$ cat src/rtl/div_pkg.sv
// Shared definitions for the divider-sharing controller: FSM state
// encoding, the done-blanking length and a width helper.
package div_pkg;

    // Controller FSM states
    typedef enum logic [2:0] {
        IDLE  = 3'd0,
        ISSUE = 3'd1,
        BLANK = 3'd2,
        WAIT  = 3'd3,
        RESP  = 3'd4
    } state_t;

    // The divider's done output lags its start by two cycles, so a done seen
    // within this many cycles after the start pulse belongs to the previous op.
    localparam int BLANK_CYCLES = 2;

    // Bits needed to index 'value' items; never returns less than 1.
    function automatic int clog2(input int value);
        int r;
        r = 1;
        for (int i = 1; i < 31; i++) begin
            if ((1 << i) < value) r = i + 1;
        end
        return r;
    endfunction

endpackage

$ cat src/rtl/div_rr_arb.sv
// Combinational round-robin arbiter: grants the first requester at or after
// 'pointer', wrapping at NREQ. The pointer register lives in the caller.
module div_rr_arb
    import div_pkg::*;
#(
    parameter  int NREQ = 2,
    localparam int IDW  = clog2(NREQ)
) (
    input  logic [NREQ-1:0] req,
    input  logic [IDW-1:0]  pointer,
    input  logic            enable,
    output logic [NREQ-1:0] grant,
    output logic [IDW-1:0]  grant_idx
);

    // Scan requesters starting at the pointer and keep the first hit
    always_comb begin
        int  j;
        logic found;
        grant     = '0;
        grant_idx = '0;
        found     = 1'b0;
        j         = 0;
        for (int k = 0; k < NREQ; k++) begin
            j = int'(pointer) + k;
            if (j >= NREQ) j = j - NREQ;
            if (enable && !found && req[j]) begin
                grant[j]  = 1'b1;
                grant_idx = IDW'(j);
                found     = 1'b1;
            end
        end
    end

endmodule

$ cat src/rtl/div_share_ctrl.sv
// Shares one iterative divider between NREQ requesters. One division is
// outstanding at a time; requesters are served round-robin. The divider's
// stale done is blanked for BLANK_CYCLES after each start pulse, and the
// result is returned tagged with the requester index.
// Optional feature macro: DIV_ZERO_CHECK_EN -- a zero divisor is answered
// locally (rsp_err=1, quotient all ones, remainder = dividend) without
// starting the divider.
//
// Handshakes: a transfer happens on any cycle where valid and ready are both
// high; valid never depends on ready. req_ready is a one-hot grant raised only
// in IDLE. rsp_valid, once raised, holds with stable rsp_* until rsp_ready.
module div_share_ctrl
    import div_pkg::*;
#(
    parameter  int n    = 4,
    parameter  int NREQ = 2,
    localparam int IDW  = clog2(NREQ)
) (
    input  logic              clk,
    input  logic              reset,
    input  logic [NREQ-1:0]   req_valid,
    output logic [NREQ-1:0]   req_ready,
    input  logic [NREQ*n-1:0] req_divisor,
    input  logic [NREQ*n-1:0] req_dividend,
    output logic              rsp_valid,
    input  logic              rsp_ready,
    output logic [IDW-1:0]    rsp_id,
    output logic [n-1:0]      rsp_quotient,
    output logic [n-1:0]      rsp_remainder,
    output logic              rsp_err,
    output logic              div_start,
    output logic [n-1:0]      div_divisor,
    output logic [n-1:0]      div_dividend,
    input  logic              div_done,
    input  logic [n-1:0]      div_quotient,
    input  logic [n-1:0]      div_remainder
);

    localparam int BCW = clog2(BLANK_CYCLES);

    state_t          state;
    state_t          state_nxt;
    logic [BCW-1:0]  blank_cnt;
    logic [IDW-1:0]  rr_ptr;
    logic [IDW-1:0]  grant_idx;
    logic [NREQ-1:0] grant;
    logic            grant_any;
    logic            zero_grant;
    logic [n-1:0]    sel_divisor;
    logic [n-1:0]    sel_dividend;
    logic [n-1:0]    op_divisor;
    logic [n-1:0]    op_dividend;

    div_rr_arb #(
        .NREQ (NREQ)
    ) u_arb (
        .req       (req_valid),
        .pointer   (rr_ptr),
        .enable    (state == IDLE),
        .grant     (grant),
        .grant_idx (grant_idx)
    );

    assign grant_any = |grant;
    assign req_ready = grant;

    // Route the granted requester's operands to the latch inputs
    always_comb begin
        sel_divisor  = '0;
        sel_dividend = '0;
        for (int k = 0; k < NREQ; k++) begin
            if (grant[k]) begin
                sel_divisor  = req_divisor[k*n +: n];
                sel_dividend = req_dividend[k*n +: n];
            end
        end
    end

`ifdef DIV_ZERO_CHECK_EN
    assign zero_grant = grant_any && (sel_divisor == '0);
`else
    assign zero_grant = 1'b0;
`endif

    // State register
    always_ff @(posedge clk) begin
        if (reset) state <= IDLE;
        else       state <= state_nxt;
    end

    // Next-state decode
    always_comb begin
        state_nxt = state;
        case (state)
            IDLE: begin
                if (grant_any) state_nxt = zero_grant ? RESP : ISSUE;
            end
            ISSUE: state_nxt = BLANK;
            BLANK: begin
                if (blank_cnt == BCW'(BLANK_CYCLES - 1)) state_nxt = WAIT;
            end
            WAIT: begin
                if (div_done) state_nxt = RESP;
            end
            RESP: begin
                if (rsp_ready) state_nxt = IDLE;
            end
            default: state_nxt = IDLE;
        endcase
    end

    // Start pulse and response valid are pure state decodes
    assign div_start = (state == ISSUE);
    assign rsp_valid = (state == RESP);

    // Count the cycles spent blanking the divider's done
    always_ff @(posedge clk) begin
        if (reset) begin
            blank_cnt <= '0;
        end else if (state == ISSUE) begin
            blank_cnt <= '0;
        end else if (state == BLANK) begin
            blank_cnt <= blank_cnt + 1'b1;
        end
    end

    // Latch operands, requester id and advance the round-robin pointer on grant
    always_ff @(posedge clk) begin
        if (reset) begin
            rr_ptr      <= '0;
            op_divisor  <= '0;
            op_dividend <= '0;
            rsp_id      <= '0;
        end else if (state == IDLE && grant_any) begin
            rr_ptr      <= (grant_idx == IDW'(NREQ - 1)) ? '0 : grant_idx + 1'b1;
            op_divisor  <= sel_divisor;
            op_dividend <= sel_dividend;
            rsp_id      <= grant_idx;
        end
    end

    assign div_divisor  = op_divisor;
    assign div_dividend = op_dividend;

    // Capture the divider result, or the local divide-by-zero answer
    always_ff @(posedge clk) begin
        if (reset) begin
            rsp_quotient  <= '0;
            rsp_remainder <= '0;
        end else if (state == IDLE && zero_grant) begin
            rsp_quotient  <= '1;
            rsp_remainder <= sel_dividend;
        end else if (state == WAIT && div_done) begin
            rsp_quotient  <= div_quotient;
            rsp_remainder <= div_remainder;
        end
    end

`ifdef DIV_ZERO_CHECK_EN
    logic err_q;

    // Error flag follows the kind of the most recent grant
    always_ff @(posedge clk) begin
        if (reset) begin
            err_q <= 1'b0;
        end else if (state == IDLE && grant_any) begin
            err_q <= zero_grant;
        end
    end

    assign rsp_err = err_q;
`else
    assign rsp_err = 1'b0;
`endif

endmodule
$ cat config.mk
export PLATFORM = sky130hd
export DESIGN_NAME = div_share_ctrl
export DESIGN_NICKNAME = d
export VERILOG_FILES = /design/src/rtl/div_pkg.sv /design/src/rtl/div_rr_arb.sv /design/src/rtl/div_share_ctrl.sv
export SDC_FILE = /design/constraint.sdc
export NUM_CORES = 1
export LEC_CHECK = 0
export CAP_MARGIN = 20
export CORE_MARGIN = 2
export CORE_UTILIZATION = 25
export CTS_BUF_LIST = sky130_fd_sc_hd__clkbuf_8
export DETAILED_ROUTE_END_ITERATION = 6
export PLACE_DENSITY = 0.51
export SLEW_MARGIN = 20
export SYNTH_ARGS = -nofsm -noshare
export SYNTH_HDL_FRONTEND = slang
export SYNTH_HIERARCHICAL = 1
export SYNTH_SLANG_ARGS = --single-unit
export TNS_END_PERCENT = 10
$ cat constraint.sdc
create_clock -name clk -period 6.1 [get_ports clk]
set_input_delay 1.525 -clock clk [delete_from_list [all_inputs] [get_ports clk]]
set_output_delay 1.525 -clock clk [all_outputs]
set_load 0.02 [all_outputs]
==> results.toml <==
[outcome]
status = "completed"

[timing]
setup_viol = 0
finalHoldViolations = 0
worst_slew_pin_slew_ns = 0.991
rsz0062_at_grt = "false"
fin_hold_ws_ns = 0.456
fin_skew_ns = 0.00366
setup_ws_ns = 1.49
relSlewSlack_pct = 33.8
fin_setup_tns_ns = 0
maxSlewViolCount = 0
fin_crit_sh_pct = 75.6
period_minus_slack_ns = 4.61
fmax_mhz = 217

[pwr]
peakVddDrop_uv = 120
p_leak_nw = 0.550
finalPower_uw = 727
p_per_area_mw_per_mm2 = 446

[yosys]
synth_flop_cell = "dfxtp_1"
syn_area_sq_mm = 0.00108
synth_cell_type_count = 35
ys_seq_elements = 22
synth-edff-count = 0
synth_top_cell_area_share_pct = 40.9
synthArstFlopShare_pct = 0
synth_area_leaders = "dfxtp_1 (41%), a211oi_2 (9.3%), a21oi_1 (7.0%), nand2_1 (6.6%), a21oi_2 (6.5%)"
syn_avg_cell_area_sq_um = 9.05
synth_warnings = 6
syn_inst = 119
synth_area_leader_cell = "dfxtp_1"
synth_fp_nets = 149
seq_area_frac_synth_pct = 40.9

[cts]
clk_pin_slew_ns = 0.08
numCtsBuffers = 3
cts_resized = 0
ctsHtreeMaxLevel = 1
clk_latency_ns = 0.26
ctsRootBufferMaster = "clkbuf_8"
clockBufferDepth = 2
hold_buffers = 0
cts_tree = "yes"
cts_sinks = 22
cts_setup_buffers = 0

[cells_and_area]
fillers = 425
synthToLayoutAreaGrowth_pct = 51.3
fin_util_pct = 39.9
regArea_sq_um = 440
nets = 194
final_cells = 213
drive_gt1_share_pct = 15.3
final_cell_area_sq_mm = 0.00163
multi_input_area_sq_um = 556
diodes = 0

[routing]
avgRoutedWirePerCell_um = 13.1
drt-initial-drc-count = 7
first_pass_iters = 3
drc = 0
num_vias = 1027
routed_wl_um = 2800
ant_nets = 0
vias_per_cell = 4.82

[global_routing]
met2_usage_pct = 19.8
overflow = 0
grt_max_degree = 23
use_met1_pct = 14.3
grt_pass1_wl_um = 4700
met3_usage_pct = 4.36
busiest_layer = "met2"
antenna_found_initial = 0
grt_usage_pct = 11.8
grt_pass1_vias = 1012

[worst_setup_path]
end_kind = "output pin"
start_kind = "input port"
worstPathMaxFanout = 6
crit_type = "input port to output pin"
critPathRequiredTime_ns = 4.58
arrival_ns = 3.09

[place]
port_buffers = 50
hpwlAfterDp_um = 2050
dp_cells = 209
placed_area_sq_mm = 0.00158
pre_cts_ws_ns = 1.49
routabilityCongestion = 0.749

[floorplanning]
coreArea_sq_mm = 0.00409
die_h_um = 69.6
die_w_um = 69.6
die_area_sq_mm = 0.00485
num_rows = 23
io_pins = 52
start_util_pct = 26.4

[run]
drv_cap = 0

[worst_hold_path]
hp-class = "flip-flop to flip-flop"
[cell type report]
cell class                      count  area share [%]
Inverter                            2           0.537
Multi-Input combinational cell     84            34.1
Clock buffer                        4            3.38
Tap cell                           50            3.84
Timing Repair Buffer               51            31.2
Sequential cell                    22            27.0
[layer usage]
layer,up-vias,part of all wire (%)
met2,39,45
met4,0,0.29
met5,-,0
li1,512,-
met1,474,45
met3,2,9.7
[layout by cell type (no fill, tap or decap), types with 3 or more instances in the layout]
master	instances
clkbuf_8	4
a21oi_2	8
a21oi_1	15
clkdlybuf4s50_1	50
a211oi_2	8
nand2_1	19
nor2_1	3
dfxtp_1	22
a22oi_1	7
[Yosys cell counts, drive strengths merged (2+ instances only)]
cell type and count:
a22oi 7, clkbuf 4, nor3 2, buf 7, a211oi 10, dfxtp 22, nand2 19, nor3b 2
nor2 4, a21oi 23, nor2b 2
[power breakdown]
part           switching [mW]  total (mW)  internal, mW
combinational           0.217       0.399         0.182
clock                  0.0466       0.104        0.0575
sequential             0.0395       0.225         0.185
total                   0.303       0.727         0.424
[cell families after synthesis]
kind of cell	synth area share, %
simple gates	20.1
compound gates	31.1
other cells	0.348
buf+inv	7.55
flops	40.9
[path summary, 6_finish.rpt]
check | start | to | slack [ns] | cells past startpoint
max | req_valid[0] | req_ready[0] | 1.49 | 4
max reg2reg | state[2] | div_dividend[3] | 3.64 | 7
min | rsp_quotient[1] | rsp_quotient[1] | 0.46 | 2
min reg2reg | rsp_quotient[1] | rsp_quotient[1] | 0.46 | 2
[state kept, by name (all words and copies together), names as in the netlist]
signal and flops:
blank_cnt 1, div_dividend 4, div_divisor 4, rr_ptr 1
rsp_id 1, rsp_quotient 4, rsp_remainder 4, state 3
[critical path, stage by stage]
cell and delay (ns):
clkdlybuf4s50_1 0.51, nand2_1 0.06, a21oi_1 0.32, clkdlybuf4s50_1 0.68
(Power assumes the default switching activity.)
